$ cat src/rtl/muldiv_ctrl.sv
// muldiv_ctrl: multiply/divide sequencer for the Execute stage (MULT/MULTU/DIV/DIVU -> {hi,lo}).
// Latency: MUL ok_o returns MUL_LAT+1 cycles after accept; DIV ok_o returns 34 cycles after accept.
// Backpressure: ok_o=0 stalls E while busy; the result is held in DONE until e_stall_i drops.
//
// Ports:
//   clk, resetn        clock, asynchronous active-low reset
//   valid_i, op_i      request from E (00 MULT, 01 MULTU, 10 DIV, 11 DIVU)
//   a_i, b_i           rs / rt operands, captured at accept
//   e_stall_i          E held by another cause; keeps the block in DONE
//   flush_i            kill the in-flight operation, result registers untouched
//   ok_o, busy_o       mult_ok to the hazard unit, state != IDLE
//   hi_o, lo_o         result (remainder / quotient for divides)
module muldiv_ctrl #(
    parameter int MUL_LAT = 2
) (
    input  logic        clk,
    input  logic        resetn,
    input  logic        valid_i,
    input  logic [1:0]  op_i,
    input  logic [31:0] a_i,
    input  logic [31:0] b_i,
    input  logic        e_stall_i,
    input  logic        flush_i,
    output logic        ok_o,
    output logic        busy_o,
    output logic [31:0] hi_o,
    output logic [31:0] lo_o
);

    typedef enum logic [2:0] {
        S_IDLE,
        S_MUL,
        S_DIV,
        S_FIX,
        S_DONE
    } state_t;

    localparam logic [4:0] MUL_LAST = 5'(MUL_LAT - 1);

    state_t      state_q, state_d;
    logic [4:0]  cnt_q, cnt_d;
    logic        sa_q, sa_d;        // operand signs, already masked to 0 for unsigned ops
    logic        sb_q, sb_d;
    logic [31:0] abs_a_q, abs_a_d;
    logic [31:0] abs_b_q, abs_b_d;
    logic [31:0] rem_q, rem_d;
    logic [31:0] quo_q, quo_d;      // starts as |a| and shifts quotient bits in from the right
    logic [31:0] hi_q, hi_d;
    logic [31:0] lo_q, lo_d;

    // Multiply on magnitudes, then restore the sign for MULT.
    logic [63:0] prod_mag;
    logic [63:0] prod;
    assign prod_mag = {32'b0, abs_a_q} * {32'b0, abs_b_q};
    assign prod     = (sa_q ^ sb_q) ? -prod_mag : prod_mag;

    // One restoring-division step.
    logic [32:0] div_sh;
    logic [32:0] div_diff;
    logic [31:0] step_rem;
    logic [31:0] step_quo;
    always_comb begin
        div_sh   = {rem_q, quo_q[31]};
        div_diff = div_sh - {1'b0, abs_b_q};
        if (div_diff[32]) begin
            step_rem = div_sh[31:0];
            step_quo = {quo_q[30:0], 1'b0};
        end else begin
            step_rem = div_diff[31:0];
            step_quo = {quo_q[30:0], 1'b1};
        end
    end

    // Sign fix-up. With b=0 the restoring loop leaves |a| in the remainder,
    // so the sign fix already yields hi=a; only the quotient needs forcing.
    logic [31:0] rem_fix;
    logic [31:0] quo_fix;
    always_comb begin
        rem_fix = sa_q ? -rem_q : rem_q;
        if (abs_b_q == 32'd0) begin
            quo_fix = 32'hFFFF_FFFF;
        end else begin
            quo_fix = (sa_q ^ sb_q) ? -quo_q : quo_q;
        end
    end

    always_comb begin
        state_d = state_q;
        cnt_d   = cnt_q;
        sa_d    = sa_q;
        sb_d    = sb_q;
        abs_a_d = abs_a_q;
        abs_b_d = abs_b_q;
        rem_d   = rem_q;
        quo_d   = quo_q;
        hi_d    = hi_q;
        lo_d    = lo_q;

        case (state_q)
            S_IDLE: begin
                if (valid_i && !flush_i) begin
                    sa_d    = ~op_i[0] & a_i[31];
                    sb_d    = ~op_i[0] & b_i[31];
                    abs_a_d = sa_d ? -a_i : a_i;
                    abs_b_d = sb_d ? -b_i : b_i;
                    quo_d   = abs_a_d;
                    rem_d   = 32'd0;
                    cnt_d   = 5'd0;
                    state_d = op_i[1] ? S_DIV : S_MUL;
                end
            end
            S_MUL: begin
                if (cnt_q == MUL_LAST) begin
                    hi_d    = prod[63:32];
                    lo_d    = prod[31:0];
                    state_d = S_DONE;
                end else begin
                    cnt_d = cnt_q + 5'd1;
                end
            end
            S_DIV: begin
                rem_d = step_rem;
                quo_d = step_quo;
                cnt_d = cnt_q + 5'd1;
                if (cnt_q == 5'd31) begin
                    state_d = S_FIX;
                end
            end
            S_FIX: begin
                hi_d    = rem_fix;
                lo_d    = quo_fix;
                state_d = S_DONE;
            end
            S_DONE: begin
                // Leave only once the instruction actually moves out of E.
                if (!e_stall_i) begin
                    state_d = S_IDLE;
                end
            end
            default: begin
                state_d = S_IDLE;
            end
        endcase

        // A flush overrides everything, including a completion on this edge.
        if (flush_i) begin
            state_d = S_IDLE;
            hi_d    = hi_q;
            lo_d    = lo_q;
        end
    end

    always_ff @(posedge clk or negedge resetn) begin
        if (!resetn) begin
            state_q <= S_IDLE;
            cnt_q   <= 5'd0;
            sa_q    <= 1'b0;
            sb_q    <= 1'b0;
            abs_a_q <= 32'd0;
            abs_b_q <= 32'd0;
            rem_q   <= 32'd0;
            quo_q   <= 32'd0;
            hi_q    <= 32'd0;
            lo_q    <= 32'd0;
        end else begin
            state_q <= state_d;
            cnt_q   <= cnt_d;
            sa_q    <= sa_d;
            sb_q    <= sb_d;
            abs_a_q <= abs_a_d;
            abs_b_q <= abs_b_d;
            rem_q   <= rem_d;
            quo_q   <= quo_d;
            hi_q    <= hi_d;
            lo_q    <= lo_d;
        end
    end

    always_comb begin
        case (state_q)
            S_IDLE:  ok_o = ~(valid_i & ~flush_i);
            S_DONE:  ok_o = 1'b1;
            default: ok_o = 1'b0;
        endcase
    end

    assign busy_o = (state_q != S_IDLE);
    assign hi_o   = hi_q;
    assign lo_o   = lo_q;

endmodule

$ cat config.mk
export PLATFORM = sky130hd
export DESIGN_NAME = muldiv_ctrl
export DESIGN_NICKNAME = d
export VERILOG_FILES = /design/src/rtl/muldiv_ctrl.sv
export SDC_FILE = /design/constraint.sdc
export NUM_CORES = 2
export LEC_CHECK = 0
export CORE_UTILIZATION = 25
export DETAILED_ROUTE_END_ITERATION = 10
export GPL_TIMING_DRIVEN = 0
export PLACE_DENSITY = 0.43
export SLEW_MARGIN = 30
export SYNTH_ARGS = -nofsm -noshare
export SYNTH_HDL_FRONTEND = slang
export SYNTH_SLANG_ARGS = --single-unit
$ cat constraint.sdc
create_clock -name clk -period 12 [get_ports clk]
set_clock_uncertainty 0.1 [all_clocks]
set_input_delay 2.4 -clock clk [delete_from_list [all_inputs] [get_ports clk]]
set_output_delay 2.4 -clock clk [all_outputs]
set_load 0.05 [all_outputs]
==> flow_summary_export.csv <==
group,metric,value,unit
run_status,outcome,"complete, no violations",
global_routing,grt_usage,23.4,%
routing,dr.first_iter.drc_count,3827,
synth,yosysTopAreaCellShare,37.1,%
routing,postRouteAntennaNets,0,
synth,synth_area_leaders,"fa_1 37%, dfrtp_1 10%, ha_1 7.8%",
layout,design_area,0.0541,mm2
clocking,path_clk_slew,0.07,ns
synth,syn-cell-area,0.0484,mm2
global_routing,grt_overflow,0,
floorplanning,ios,137,
synth,synth.most_common_cell,"inv_1",
synth,synth-seq-cells,202,
worst_setup_path,arrival,11.64,ns
routing,routed_wl,230,mm
sta,min_period,11.27,ns
min_path,hold_depth,2,
sta,post-route-period-util,93.9,%
clocking,cts_resized,0,
synth,synth_nets,6838,
synth,synth-edff-count,0,
routing,dr.pass1.iters,6,
placement,postPlaceCellArea,0.0531,mm2
sta,worstMarginPinSlew,1.16,ns
floorplanning,die_w,442,um
sta,hold_viol,0,
floorplanning,die_height,442,um
layout,finalNetCount,7012,
synth,synthCells,5567,
clocking,worstSkewPairLatency,0.63,ns
sta,setup_slack,0.727,ns
synth,synth-seq-area-share,10.5,%
clocking,clock_path_buffers,3,
sta,rsz0062_at_grt,"false",
sta,slew_headroom,23.0,%
min_path,min_from,"lo_o[5]",
worst_setup_path,r2r_slack,0.73,ns
worst_setup_path,critPathMaxFanout,10,
synth,async_reset_ff_share,100,%
clocking,numCtsBuffers,28,
synth,synth_common_cells,"923 x inv_1, 897 x fa_1, 692 x nand2_1, 585 x and2_1, 307 x clkbuf_1",
worst_setup_path,worstReg2RegEnd,"hi_o[30]",
worst_setup_path,path_class,"reg2reg",
routing,avgRoutedWirePerCell,27.7,um
worst_setup_path,reg2reg_depth,26,
synth,synth_top_flop_cell,"dfrtp_1",
sta,fmax,0.0887,GHz
global_routing,grt_pass1_wl,327,mm
global_routing,antenna_found_initial,40,
worst_setup_path,critPathRequiredTime,12.37,ns
floorplanning,dieArea,0.195,mm2
worst_setup_path,cp-end-kind,"flop",
floorplanning,coreArea,0.192,mm2
synth,yosys_warnings,0,
synth,syn_area_per_cell,8.69,um2
routing,drc,0,
min_path,hold_end,"lo_o[5]",
sta,tns,0,ns
layout,syn2layout_area_growth,11.9,%
min_path,hp-class,"reg2reg",
sta,maxSlewViolCount,0,
placement,place.gp.congestion,0.974,
clocking,cts_hold_buffers,0,
synth,ys_types,91,
global_routing,first_global_vias,43400,
routing,num_vias,41600,
clocking,post_cts_buffers,0,
layout,drive_above_1_share,2.81,%
global_routing,grt_max_degree,75,
placement,io_buffers,136,
worst_setup_path,r2r_start,"abs_a_q[15]",
clocking,h-tree-depth,1,
clocking,clkSinkCount,202,
placement,dpl.cell_count,8237,
layout,fin_cells,8303,
clocking,cts-root-buf,"clkbuf_16",
placement,dp_hpwl,193,mm
worst_setup_path,start_kind,"flop",
floorplanning,num_rows,161,
floorplanning,initial_utilization,25.1,%
synth,yosysTopAreaCell,"fa_1",
run,maxCapViolCount,0,
clocking,cts_tree,"built",
sta,setup_violations,0,
routing,viasPerCell,5.01,
placement,dp_slack,0.847,ns
-- critical path: stages, from the launching register on --
cell	delay (ns)
dfrtp_1	0.86
clkbuf_1	0.79
and2_1	0.26
fa_1	0.45
fa_1	0.50
fa_1	0.51
inv_1	0.05
fa_1	0.47
inv_1	0.05
fa_1	0.48
fa_1	0.58
fa_1	0.46
fa_1	0.68
ha_1	0.29
clkbuf_1	0.24
a21oi_1	0.32
nand2_1	0.11
o21ai_0	0.33
o21ai_0	0.36
a211oi_1	0.80
xnor2_1	0.27
a2111oi_0	0.60
nand4_1	0.35
nor4b_4	0.52
a31oi_1	0.17
xor2_1	0.34
a31oi_1	0.14
-- sequential cells by signal (all words and copies together) (netlist names) --
register / cells
abs_a_q: 32
abs_b_q: 32
hi_o: 32
lo_o: 32
quo_q: 32
rem_q: 32
cnt_q: 5
state_q: 3
sa_q: 1
sb_q: 1
-- metal layers --
metal / vias to the layer above / routed length [um] / global-route usage [%]
met3: 372 / 17900 / 4.43
met4: 20 / 12000 / 9.85
met5: - / 120 / 0
met1: 21700 / 99400 / 31.9
li1: 17800 / - / -
met2: 1678 / 100000 / 36.1
-- area by class of cell --
| cell class | count | area [um2] |
|---|---|---|
| Antenna cell | 17 | 42.5 |
| Buffer | 322 | 1280 |
| Clock buffer | 35 | 787 |
| Clock inverter | 14 | 195 |
| Fill cell | 20800 | 138000 |
| Inverter | 923 | 3460 |
| Multi-Input combinational cell | 4120 | 38600 |
| Sequential cell | 202 | 5050 |
| Tap cell | 2526 | 3160 |
| Timing Repair Buffer | 144 | 1500 |
-- kinds of logic (layout without fill, tap and decap cells) --
logic type	count (synthesis)	after routing	synth area share [%]
AO/OA/AOI/OAI	826	826	10.8
XOR/XNOR	234	234	4.24
adder cells (fa/ha/maj)	1200	1200	45.0
buffers and inverters	1245	1438	9.70
flip-flops	202	202	10.5
multiplexers	35	35	0.727
other	0	17	0
AND/OR/NAND/NOR	1825	1825	19.1
-- worst max-delay path by stage --
| stage | end | startpoint | slack (ns) |
|---|---|---|---|
| after floorplan | hi_o[30] | abs_b_q[17] | 3.65 |
| after global placement | abs_b_q[15] | resetn | -1.21 |
| after detailed placement | hi_o[30] | abs_b_q[4] | 0.85 |
| after CTS | hi_o[30] | abs_a_q[15] | 0.79 |
| after global routing | hi_o[28] | abs_b_q[24] | 0.41 |
| final | hi_o[30] | abs_a_q[15] | 0.73 |
-- metrics by stage --
step | hold WS, ns | util, %
floorplan | 0.378 | -
global placement | 0.363 | 27.5
detailed placement | 0.369 | 27.6
CTS | 0.387 | 28.1
global route | 0.411 | 28.1
finish | 0.384 | 28.1
-- layout by cell type, fill, tap and decap left out, drive strengths merged, types with 33 or more instances in the layout --
master / instances
inv: 926
fa: 897
nand2: 692
and2: 585
clkbuf: 342
ha: 303
o21ai: 266
dfrtp: 202
nor2: 200
a21oi: 192
clkdlybuf4s50: 135
xnor2: 129
xor2: 105
a21o: 84
nand3: 61
nor3: 49
or3: 37
nand4: 34
mux2i: 34
nor4: 34
o31ai: 33
Power is not shown: default switching activity piles up to over one toggle a cycle in this logic, so the estimate is an artifact.
